File: src/rtl/itch_msg_parser.sv
// ITCH 5.0 Add/Delete/Executed message parser: byte-serial field capture with length checking.
// Optional statistics counters are compiled in when ITCH_PARSER_STATS_EN is defined.
module itch_msg_parser #(
  parameter int unsigned STAT_WIDTH = 32
) (
  input  logic                  clkIn,
  input  logic                  rstNIn,
  input  logic [7:0]            dataIn,
  input  logic                  validIn,
  input  logic                  lastIn,
  output logic                  addValidOut,
  output logic                  delValidOut,
  output logic                  execValidOut,
  output logic [63:0]           refNumOut,
  output logic [15:0]           locateOut,
  output logic [31:0]           priceOut,
  output logic [31:0]           sharesOut,
  output logic                  buySellOut,
  output logic                  errOut,
  output logic [STAT_WIDTH-1:0] msgCntOut,
  output logic [STAT_WIDTH-1:0] errCntOut
);

  typedef enum logic [1:0] {IDLE, PARSE, SKIP} parserStateT;
  typedef enum logic [1:0] {MSG_ADD, MSG_DEL, MSG_EXEC} msgKindT;

  parserStateT state;
  msgKindT     kind;
  logic [5:0]  byteCnt;
  logic        skipErr;

  logic [15:0] locateCap, locateNxt;
  logic [63:0] refCap, refNxt;
  logic [31:0] sharesCap, sharesNxt;
  logic [31:0] priceCap, priceNxt;
  logic        sideCap, sideNxt;
  logic [5:0]  lastIdx;
  logic        atLast;

  always_comb begin
    lastIdx = 6'd35;
    unique case (kind)
      MSG_ADD:  lastIdx = 6'd35;
      MSG_DEL:  lastIdx = 6'd18;
      MSG_EXEC: lastIdx = 6'd30;
      default:  lastIdx = 6'd35;
    endcase
  end

  assign atLast = (byteCnt == lastIdx);

  // The *Nxt values already include the byte being accepted, so the final
  // byte of a message (e.g. price LSB of an Add) reaches the outputs with its pulse.
  always_comb begin
    locateNxt = locateCap;
    refNxt    = refCap;
    sharesNxt = sharesCap;
    priceNxt  = priceCap;
    sideNxt   = sideCap;
    if (state == PARSE && validIn) begin
      if (byteCnt >= 6'd1 && byteCnt <= 6'd2)
        locateNxt = {locateCap[7:0], dataIn};
      if (byteCnt >= 6'd11 && byteCnt <= 6'd18)
        refNxt = {refCap[55:0], dataIn};
      if (kind == MSG_ADD) begin
        if (byteCnt == 6'd19)
          sideNxt = (dataIn == 8'h42);
        if (byteCnt >= 6'd20 && byteCnt <= 6'd23)
          sharesNxt = {sharesCap[23:0], dataIn};
        if (byteCnt >= 6'd32 && byteCnt <= 6'd35)
          priceNxt = {priceCap[23:0], dataIn};
      end
      if (kind == MSG_EXEC && byteCnt >= 6'd19 && byteCnt <= 6'd22)
        sharesNxt = {sharesCap[23:0], dataIn};
    end
  end

  always_ff @(posedge clkIn or negedge rstNIn) begin
    if (!rstNIn) begin
      state        <= IDLE;
      kind         <= MSG_ADD;
      byteCnt      <= '0;
      skipErr      <= 1'b0;
      locateCap    <= '0;
      refCap       <= '0;
      sharesCap    <= '0;
      priceCap     <= '0;
      sideCap      <= 1'b0;
      addValidOut  <= 1'b0;
      delValidOut  <= 1'b0;
      execValidOut <= 1'b0;
      errOut       <= 1'b0;
      refNumOut    <= '0;
      locateOut    <= '0;
      priceOut     <= '0;
      sharesOut    <= '0;
      buySellOut   <= 1'b0;
    end else begin
      addValidOut  <= 1'b0;
      delValidOut  <= 1'b0;
      execValidOut <= 1'b0;
      errOut       <= 1'b0;
      locateCap    <= locateNxt;
      refCap       <= refNxt;
      sharesCap    <= sharesNxt;
      priceCap     <= priceNxt;
      sideCap      <= sideNxt;
      if (validIn) begin
        unique case (state)
          IDLE: begin
            byteCnt <= 6'd1;
            if (dataIn == 8'h41 || dataIn == 8'h44 || dataIn == 8'h45) begin
              kind <= (dataIn == 8'h41) ? MSG_ADD : (dataIn == 8'h44) ? MSG_DEL : MSG_EXEC;
              if (lastIn) errOut <= 1'b1;
              else        state  <= PARSE;
            end else if (!lastIn) begin
              state   <= SKIP;
              skipErr <= 1'b0;
            end
          end
          PARSE: begin
            byteCnt <= byteCnt + 6'd1;
            if (lastIn) begin
              state <= IDLE;
              if (atLast) begin
                locateOut <= locateNxt;
                refNumOut <= refNxt;
                unique case (kind)
                  MSG_ADD: begin
                    addValidOut <= 1'b1;
                    priceOut    <= priceNxt;
                    sharesOut   <= sharesNxt;
                    buySellOut  <= sideNxt;
                  end
                  MSG_DEL: delValidOut <= 1'b1;
                  MSG_EXEC: begin
                    execValidOut <= 1'b1;
                    sharesOut    <= sharesNxt;
                  end
                  default: ;
                endcase
              end else begin
                errOut <= 1'b1;
              end
            end else if (atLast) begin
              state   <= SKIP;
              skipErr <= 1'b1;
            end
          end
          SKIP: begin
            if (lastIn) begin
              state  <= IDLE;
              errOut <= skipErr;
            end
          end
          default: state <= IDLE;
        endcase
      end
    end
  end

`ifdef ITCH_PARSER_STATS_EN
  logic [STAT_WIDTH-1:0] msgCnt, errCnt;

  always_ff @(posedge clkIn or negedge rstNIn) begin
    if (!rstNIn) begin
      msgCnt <= '0;
      errCnt <= '0;
    end else begin
      if ((addValidOut || delValidOut || execValidOut) && msgCnt != '1)
        msgCnt <= msgCnt + 1'b1;
      if (errOut && errCnt != '1)
        errCnt <= errCnt + 1'b1;
    end
  end

  assign msgCntOut = msgCnt;
  assign errCntOut = errCnt;
`else
  assign msgCntOut = '0;
  assign errCntOut = '0;
`endif

endmodule

File: config.mk
export PLATFORM = sky130hd
export DESIGN_NAME = itch_msg_parser
export DESIGN_NICKNAME = d
export VERILOG_FILES = /design/src/rtl/itch_msg_parser.sv
export SDC_FILE = /design/constraint.sdc
export NUM_CORES = 1
export LEC_CHECK = 0
export CAP_MARGIN = 40
export CELL_PAD_IN_SITES_DETAIL_PLACEMENT = 0
export CELL_PAD_IN_SITES_GLOBAL_PLACEMENT = 1
export CORE_ASPECT_RATIO = 1.4
export CORE_MARGIN = 2
export CORE_UTILIZATION = 42
export CTS_CLUSTER_DIAMETER = 30
export CTS_CLUSTER_SIZE = 14
export DETAILED_ROUTE_END_ITERATION = 6
export HOLD_SLACK_MARGIN = 0.03
export PLACE_DENSITY_LB_ADDON = 0.2
export SLEW_MARGIN = 0
export SYNTH_ARGS = -nofsm -noshare
export SYNTH_HDL_FRONTEND = slang
export SYNTH_SLANG_ARGS = --single-unit
File: constraint.sdc
create_clock -name clkIn -period 4.1 [get_ports clkIn]
set_input_delay 0.82 -clock clkIn [delete_from_list [all_inputs] [get_ports clkIn]]
set_output_delay 0.82 -clock clkIn [all_outputs]
set_load 0.005 [all_outputs]
==> flow_summary.json, run 1 <==
{
  "status": "finished, final reports clean",
  "post_cts_resized": 0,
  "clock-sinks": 305,
  "worst_setup_path_end_kind": "flop",
  "hold_path_class": "input port to async pin",
  "grt_pass1_wl_um": 49500,
  "busiest_layer": "met2",
  "initial_utilization_pct": 42.7,
  "yosys.cell_types.count": 59,
  "pre_cts_ws_ns": 0.744,
  "setup-violations-final": 0,
  "synthFlopType": "dfrtp_1",
  "io_buffers": 160,
  "ios": 225,
  "cts_root_buf": "clkbuf_16",
  "ys_ff_latch": 305,
  "grtUsageTotal_pct": 18.9,
  "synth_edf_count": 0,
  "syn_avg_cell_area_um2": 11.5,
  "dr.first_iter.drc_count": 399,
  "syn2layout_area_growth_pct": 27.6,
  "stdcell_count": 1706,
  "cap_violations": 0,
  "powerDensity_nw_per_um2": 464,
  "setup_ws_ns": 1.19,
  "gr-total-overflow": 0,
  "cp_slowest_cell": "buf_4",
  "diodes": 0,
  "p_int_mw": 5.92,
  "synth_area_leaders": "dfrtp_1, mux2_4, mux2_2",
  "finalInstanceArea_um2": 16400,
  "vdd_drop_max_mv": 0.442,
  "synthTopCellsByCount": "dfrtp_1, nand2_1, inv_1, nand3_1, a21oi_1",
  "ant_nets": 0,
  "combPwrFrac_pct": 2.3,
  "hold_buffers": 0,
  "cp-start-kind": "flop",
  "path_max_fanout": 67,
  "grt_setup_unrepaired": "false",
  "cp_common_cell": "buf_4",
  "first_pass_iters": 5,
  "yosysTopAreaCellShare_pct": 59.3,
  "grt_use_met1_pct": 24.5,
  "cp.required_ns": 4.51,
  "async_flop_share_pct": 100,
  "htreeDepth": 2,
  "ys_warn_count": 0,
  "slew_viol_final": 0,
  "hold_viol_final": 0,
  "vias": 8721,
  "synth_top_area_cell": "dfrtp_1",
  "met3_usage_pct": 5.46,
  "drive_gt1_share_pct": 16.7,
  "postCtsSetupBuffers": 0,
  "clockBufferDepth": 3,
  "clock_latency_ns": 0.56,
  "drcViolationCount": 0,
  "cts_tree": "done",
  "synth.most_common_cell": "dfrtp_1",
  "path_cells": "inv_1, ha_1, nor4bb_2, o221a_2, buf_4, o211ai_4, buf_4, mux2i_1",
  "met2_usage_pct": 31.0,
  "post_dp_cell_area_um2": 14600,
  "finalCritPeriodShare_pct": 71.0,
  "die_height_um": 211,
  "power_frac_seq_pct": 40.2,
  "core_region_area_um2": 30100,
  "synthesis.area_um2": 12900,
  "via_per_inst": 5.11,
  "grt_max_degree": 101,
  "dp_cells": 1610,
  "max_slew_margin_pct": 42.4,
  "synthCells": 1115,
  "fin_tns_setup_ns": 0,
  "fin_nets": 1299,
  "die_area_um2": 32100,
  "post-route-min-period_ns": 2.91,
  "power.share.switching_pct": 22.3,
  "postRouteWirelength_um": 30100,
  "dp_hpwl_um": 18100,
  "gp_congestion": 0.799,
  "grt_antenna_before_repair": 0,
  "max_freq_ghz": 0.344,
  "numCtsBuffers": 52,
  "power.switching_mw": 1.70,
  "critPathKind": "flop to flop",
  "crit_path_max_incr_delay_ns": 0.68,
  "clk_pin_slew_ns": 0.05,
  "crit_arrival_ns": 3.32,
  "num_rows": 75,
  "yosysSeqAreaShare_pct": 59.3,
  "p_clk_share_pct": 57.5,
  "worstMarginPinSlew_ns": 0.864,
  "p_leak_nw": 8.20,
  "clock-skew-final_ns": 0.0133,
  "grt_pass1_vias": 9049,
  "wl_per_cell_um": 17.7,
  "die_x_um": 152
}
## kinds of logic (layout without fill, tap and decap cells)
| logic type | count (synthesis) | after routing | synth area share, % |
|---|---|---|---|
| XOR/XNOR | 1 | 1 | 0.0681 |
| adder cells (fa/ha/maj) | 8 | 8 | 0.778 |
| buffers and inverters | 208 | 351 | 8.69 |
| AO/OA/AOI/OAI | 251 | 251 | 11.0 |
| AND/OR/NAND/NOR | 209 | 209 | 7.81 |
| flip-flops | 305 | 305 | 59.3 |
| multiplexers | 132 | 132 | 12.4 |
| other | 1 | 64 | 0.0291 |
## through the flow
step	hold slack, ns	util [%]	total power, mW
after detailed placement	0.465	48.6	3.30
after CTS	0.330	54.5	7.71
after global placement	0.465	48.5	3.29
after floorplan	0.443	-	3.22
final	0.281	54.5	7.62
after global routing	0.342	54.5	7.87
## final timing paths
check | start | to | slack, ns | depth (start not counted)
min in group clkIn | sharesCap[27] | sharesCap[27] | 0.47 | 2
min | rstNIn | sharesOut[17] | 0.28 | 1
max reg2reg | kind[1] | sharesOut[22] | 1.19 | 8
max in group asynchronous | rstNIn | locateCap[1] | 2.81 | 2
max | kind[1] | sharesOut[22] | 1.19 | 8
min reg2reg | sharesCap[27] | sharesCap[27] | 0.47 | 2
## power groups by stage
stage	sequential [mW]	clock, mW	combinational (mW)
5_1_grt	3.06	4.60	0.208
3_5_place_dp	3.11	0	0.184
3_3_place_gp	3.11	0	0.180
2_1_floorplan	3.10	0	0.113
6_report	3.06	4.38	0.179
4_1_cts	3.06	4.47	0.185
## flip-flops by register name, summed over array words and instances, names as in the netlist, 2 cells and up
register	count
byteCnt	6
kind	2
locateCap	16
locateOut	16
priceCap	32
priceOut	32
refCap	64
refNumOut	64
sharesCap	32
sharesOut	32
state	2
## cell usage in the layout (no fill, tap or decap), drive strengths merged, types with 18 or more instances in the layout
cell	n
inv	78
dfrtp	305
a31oi	64
clkbuf	58
clkdlybuf4s50	159
mux2i	33
buf	24
nand3	68
a21oi	67
mux2	99
o21ai	104
conb	64
nand2	105
clkinv	18
## area by class of cell
class | instances | area (um^2)
clock buffer | 58 | 1390
clock inverter | 38 | 405
fill | 2610 | 13700
inverter | 72 | 270
multi-input combinational | 665 | 4410
sequential | 305 | 7630
tap | 385 | 482
timing repair buffer | 183 | 1840
## metal layers
metal,wire [um],vias to the layer above
met1,13000,4363
met5,0,-
li1,-,4084
met4,665,0
met2,14500,228
met3,1940,46
## worst max-delay path, delay by kind of cell (launching register included)
family,cells,cell delay (ns)
muxes,1,0.18
adders and majority gates,1,0.26
DFF,1,0.38
AOI/OAI and AO/OA,2,0.45
buffers and inverters,3,1.11
and+or+nand+nor,1,0.34
No activity file was read; power rests on OpenSTA's default activity.
==> run 2: changes to the inputs <==
- CORE_UTILIZATION: 42 -> 38
- clock period: 4.1 -> 2.3 ns (I/O delays scaled with it)
==> flow_summary.json, run 2 (same netlist as run 1, synthesis figures left out) <==
{
  "hold_viol_final": 0,
  "crit_start": "kind[0]",
  "dp_hpwl_um": 19600,
  "status": "finished, final reports clean",
  "p_leak_nw": 8.46,
  "r2r_cells": 8,
  "cp.required_ns": 2.70,
  "vdd_drop_max_mv": 0.592,
  "cts_tree": "done",
  "top_regs": "refCap x64, refNumOut x64",
  "top_layer": "met4",
  "cts_root_buf": "clkbuf_16",
  "drcViolationCount": 0,
  "path_max_fanout": 24,
  "max_freq_ghz": 0.453,
  "critPathKind": "flop to flop",
  "die_height_um": 222,
  "grt_antenna_before_repair": 0,
  "worst_setup_path_end_kind": "flop",
  "finalCritPeriodShare_pct": 96.0,
  "first_pass_iters": 5,
  "fin_tns_setup_ns": 0,
  "cap_violations": 0,
  "met2_wirelength_um": 15600,
  "path_cells": "inv_2, ha_4, nor4bb_4, o221a_2, buf_6, and2_4, buf_4, a31oi_1",
  "setup_ws_ns": 0.0920,
  "die_x_um": 160,
  "pre_cts_ws_ns": -0.149,
  "hold_path_class": "input port to async pin",
  "num_rows": 79,
  "vias": 8831,
  "syn2layout_area_growth_pct": 32.3,
  "wl_met1_um": 13600,
  "setup-violations-final": 0,
  "cp_num_buf_inv": 3,
  "ios": 225,
  "grt_setup_unrepaired": "true",
  "clock-sinks": 305,
  "grtUsageTotal_pct": 17.9,
  "via_per_inst": 4.91,
  "core_region_area_um2": 33300,
  "grt_pass1_wl_um": 51200,
  "die_area_um2": 35400,
  "utilization_pct": 51.1,
  "clock_latency_ns": 0.55,
  "clock-skew-final_ns": 0.0260,
  "ant_nets": 0,
  "io_buffers": 160,
  "wl_met3_um": 1630,
  "grt_max_degree": 70,
  "clockBufferDepth": 3,
  "worstMarginPinSlew_ns": 0.666,
  "path_depth": 8,
  "initial_utilization_pct": 38.6,
  "slew_viol_final": 0,
  "postRouteWirelength_um": 31600,
  "critPathTopFamily": "buffers and inverters",
  "mostFrequentLayoutCell": "dfrtp_1",
  "fin_nets": 1337,
  "cp-start-kind": "flop",
  "dr.first_iter.drc_count": 463,
  "drive_gt1_share_pct": 18.5,
  "max_slew_margin_pct": 55.6,
  "grt_pass1_vias": 9203,
  "post_dp_cell_area_um2": 15100,
  "clk_pin_slew_ns": 0.06,
  "reg2reg_from": "kind[0]",
  "gp_congestion": 0.756,
  "r2r_setup_slack_ns": 0.09,
  "cp_slowest_cell": "dfrtp_1",
  "finalInstanceArea_um2": 17000,
  "numCtsBuffers": 51,
  "crit_arrival_ns": 2.61,
  "diodes": 0,
  "crit_path_max_incr_delay_ns": 0.39,
  "powerDensity_nw_per_um2": 801,
  "post-route-min-period_ns": 2.21,
  "htreeDepth": 2,
  "mostFrequentLayoutCells": "dfrtp_1, clkdlybuf4s50_1, nand2_1, inv_1, nand3_1",
  "wl_per_cell_um": 17.5,
  "gr-total-overflow": 0
}
==> run 2: cell count changes in the layout (fill, tap and decap cells not counted), moves of 2 or more <==
cell        delta
clkbuf_16      +2
clkbuf_8       +2
clkinv_2       -9
inv_2          +2
clkinv_4       -4
inv_6          -2
inv_1          -2
buf_6          +2
buf_4         +21
inv_8          +2
buf_12        +12
clkbuf_1       +6
clkinvlp_4     -2
==> run 2: layout make-up <==
class	count	area, um^2
inverter	72	270
fill	3029	16300
timing repair buffer	222	2350
tap	445	557
clock buffer	66	1440
sequential	305	7630
multi-input combinational	665	4440
clock inverter	24	345
==> run 2: final timing paths <==
kind / endpoint
max reg2reg: refNumOut[58]
min in group clkIn: sharesCap[29]
min: priceOut[22]
min reg2reg: sharesCap[29]
max: refNumOut[58]
max in group asynchronous: refNumOut[15]
==> run 2: stage by stage <==
stage / std cells / hold slack [ns] / power, mW
2_1_floorplan: 1178 / 0.164 / 5.73
3_3_place_gp: 1702 / 0.456 / 5.91
3_5_place_dp: 1702 / 0.466 / 5.91
4_1_cts: 1795 / 0.476 / 13.8
5_1_grt: 1799 / 0.489 / 14.1
6_report: 1799 / 0.464 / 13.6
==> run 2: worst reg2reg max path, stage by stage, from the launching register on <==
cell	delay, ns
dfrtp_1	0.39
inv_2	0.08
ha_4	0.21
nor4bb_4	0.29
o221a_2	0.27
buf_6	0.12
and2_4	0.23
buf_4	0.33
a31oi_1	0.14
==> run 2: per-layer routing <==
layer  track usage [%]  vias up
met5                 0        -
met4              5.63        0
met3              3.89       45
met2              30.0      236
met1              23.1     4407
li1                  -     4143
==> run 2: power breakdown <==
part	total [mW]	leakage, nW	switching, mW	internal [mW]
sequential	5.46	4.08	0.0436	5.42
clock	7.81	0.855	2.62	5.19
combinational	0.368	3.53	0.235	0.132
==> run 2: repair_timing <==
action / 4_1_cts / 5_1_grt
hold endpoints to repair: 60 / 0
resized for setup: 3 / 6
buffers inserted: 1 / 2
endpoints found under the setup margin: 65 / 115
hold buffers: 1 / 0
cloned: 1 / 2
pin swaps: 2 / 2
==> run 3: changes to the inputs <==
- GPL_ROUTABILITY_DRIVEN: default -> 0
- GPL_TIMING_DRIVEN: default -> 0
==> flow_summary.json, run 3 (same netlist as run 1, synthesis figures left out) <==
{
  "finalCritPeriodShare_pct": 98.0,
  "io_buffers": 160,
  "diodes": 0,
  "ant_nets": 0,
  "core_region_area_um2": 33300,
  "initial_utilization_pct": 38.6,
  "first_pass_iters": 5,
  "grt_antenna_before_repair": 0,
  "hold_viol_final": 0,
  "clock_latency_ns": 0.57,
  "critPathKind": "flop to flop",
  "syn2layout_area_growth_pct": 37.1,
  "drcViolationCount": 0,
  "die_x_um": 160,
  "powerDensity_nw_per_um2": 790,
  "fill_cells": 2973,
  "worst_setup_path_end_kind": "flop",
  "grt_pass1_vias": 9563,
  "utilization_pct": 53.0,
  "dr.first_iter.drc_count": 527,
  "postRouteWirelength_um": 34500,
  "clockBufferDepth": 3,
  "slew_viol_final": 0,
  "clock-sinks": 305,
  "cap_violations": 0,
  "dp_hpwl_um": 23000,
  "path_max_fanout": 5,
  "gr-total-overflow": 0,
  "ios": 225,
  "power_mw": 13.9,
  "clock-skew-final_ns": 0.0268,
  "grtUsageTotal_pct": 19.2,
  "cp-start-kind": "flop",
  "critPathTopFamily": "buffers and inverters",
  "mostFrequentLayoutCells": "dfrtp_1, clkdlybuf4s50_1, nand2_1, buf_4",
  "p_leak_nw": 8.94,
  "clk_pin_slew_ns": 0.05,
  "status": "finished, final reports clean",
  "via_per_inst": 4.91,
  "fin_tns_setup_ns": 0,
  "hold_path_class": "input port to async pin",
  "drive_gt1_share_pct": 24.3,
  "worstMarginPinSlew_ns": 0.627,
  "grt_pass1_wl_um": 53800,
  "max_slew_margin_pct": 58.2,
  "mostFrequentLayoutCell": "dfrtp_1",
  "setup-violations-final": 0,
  "cp.required_ns": 2.74,
  "numCtsBuffers": 53,
  "max_freq_ghz": 0.444,
  "hold_ws_ns": 0.347,
  "htreeDepth": 2,
  "fin_nets": 1435,
  "die_height_um": 222,
  "cp_slowest_cell": "dfrtp_1",
  "wl_per_cell_um": 18.1,
  "cts_tree": "done",
  "crit_path_max_incr_delay_ns": 0.38,
  "post-route-min-period_ns": 2.25,
  "die_area_um2": 35400,
  "cts_root_buf": "clkbuf_16",
  "crit_arrival_ns": 2.70,
  "top_regs": "refCap x64, refNumOut x64",
  "path_cells": "inv_2, ha_4, nor4bb_4, o221a_1, buf_6, and3_4, buf_12, clkbuf_16, mux2_4",
  "vdd_drop_max_mv": 0.671,
  "vias": 9338,
  "cp_num_buf_inv": 4,
  "grt_max_degree": 110,
  "num_rows": 79,
  "grt_setup_unrepaired": "true"
}
-- run 3: cell count changes in the layout (fill, tap and decap cells not counted), moves of 4 or more --
cell / delta
buf_12: -12
buf_2: +18
buf_4: +45
clkbuf_16: +4
clkbuf_2: +27
clkinv_2: +7
mux2_4: +4
-- run 3: routing by layer --
metal | routed length, um | vias to the layer above | part of all wire, % | global-route usage (%)
li1 | - | 4352 | - | -
met1 | 14800 | 4611 | 43 | 24.6
met2 | 16700 | 298 | 49 | 31.7
met3 | 1950 | 77 | 5.7 | 4.21
met4 | 1060 | 0 | 3.1 | 7.39
met5 | 0 | - | 0 | 0
-- run 3: final timing paths --
kind,start,endpoint,slack (ns),cells past startpoint
min in group clkIn,sharesCap[27],sharesCap[27],0.47,2
setup reg to reg,kind[0],priceOut[20],0.05,9
setup / recovery,kind[0],priceOut[20],0.05,9
hold reg to reg,sharesCap[27],sharesCap[27],0.47,2
max in group asynchronous,rstNIn,refNumOut[15],0.81,4
hold / removal,rstNIn,priceOut[30],0.35,2
-- run 3: cell type report --
cell class	instances	area (um^2)	share of cell area (%)
sequential	305	7630	43.3
multi-input combinational	665	4430	25.1
timing repair buffer	183	1930	11.0
clock buffer	65	1490	8.47
buffer	135	960	5.44
tap	445	557	3.16
clock inverter	32	362	2.05
inverter	72	270	1.53
-- run 3: power by group --
| part | total, mW | leakage, nW | switching (mW) | internal (mW) |
|---|---|---|---|---|
| Clock | 8.06 | 0.902 | 2.77 | 5.29 |
| Combinational | 0.425 | 3.97 | 0.247 | 0.178 |
| Sequential | 5.46 | 4.07 | 0.0401 | 5.42 |
-- run 3: per-stage QoR --
| stage | setup WS [ns] | cells | area, um^2 |
|---|---|---|---|
| after floorplan | 0.0937 | 1178 | 13100 |
| after global placement | -12.60 | 1783 | 15300 |
| after detailed placement | -0.734 | 1786 | 15400 |
| after CTS | 0.0118 | 1891 | 17400 |
| after global routing | -0.0316 | 1902 | 17600 |
| final | 0.0458 | 1902 | 17600 |
-- run 3: what timing repair did --
item | 4_1_cts | 5_1_grt
buffers inserted | 6 | 8
hold buffers | 1 | 0
gates resized for setup | 40 | 51
pin swaps | 2 | 2
cloned | 1 | 4
endpoints found under the hold margin | 31 | 0
setup endpoints to repair | 233 | 154
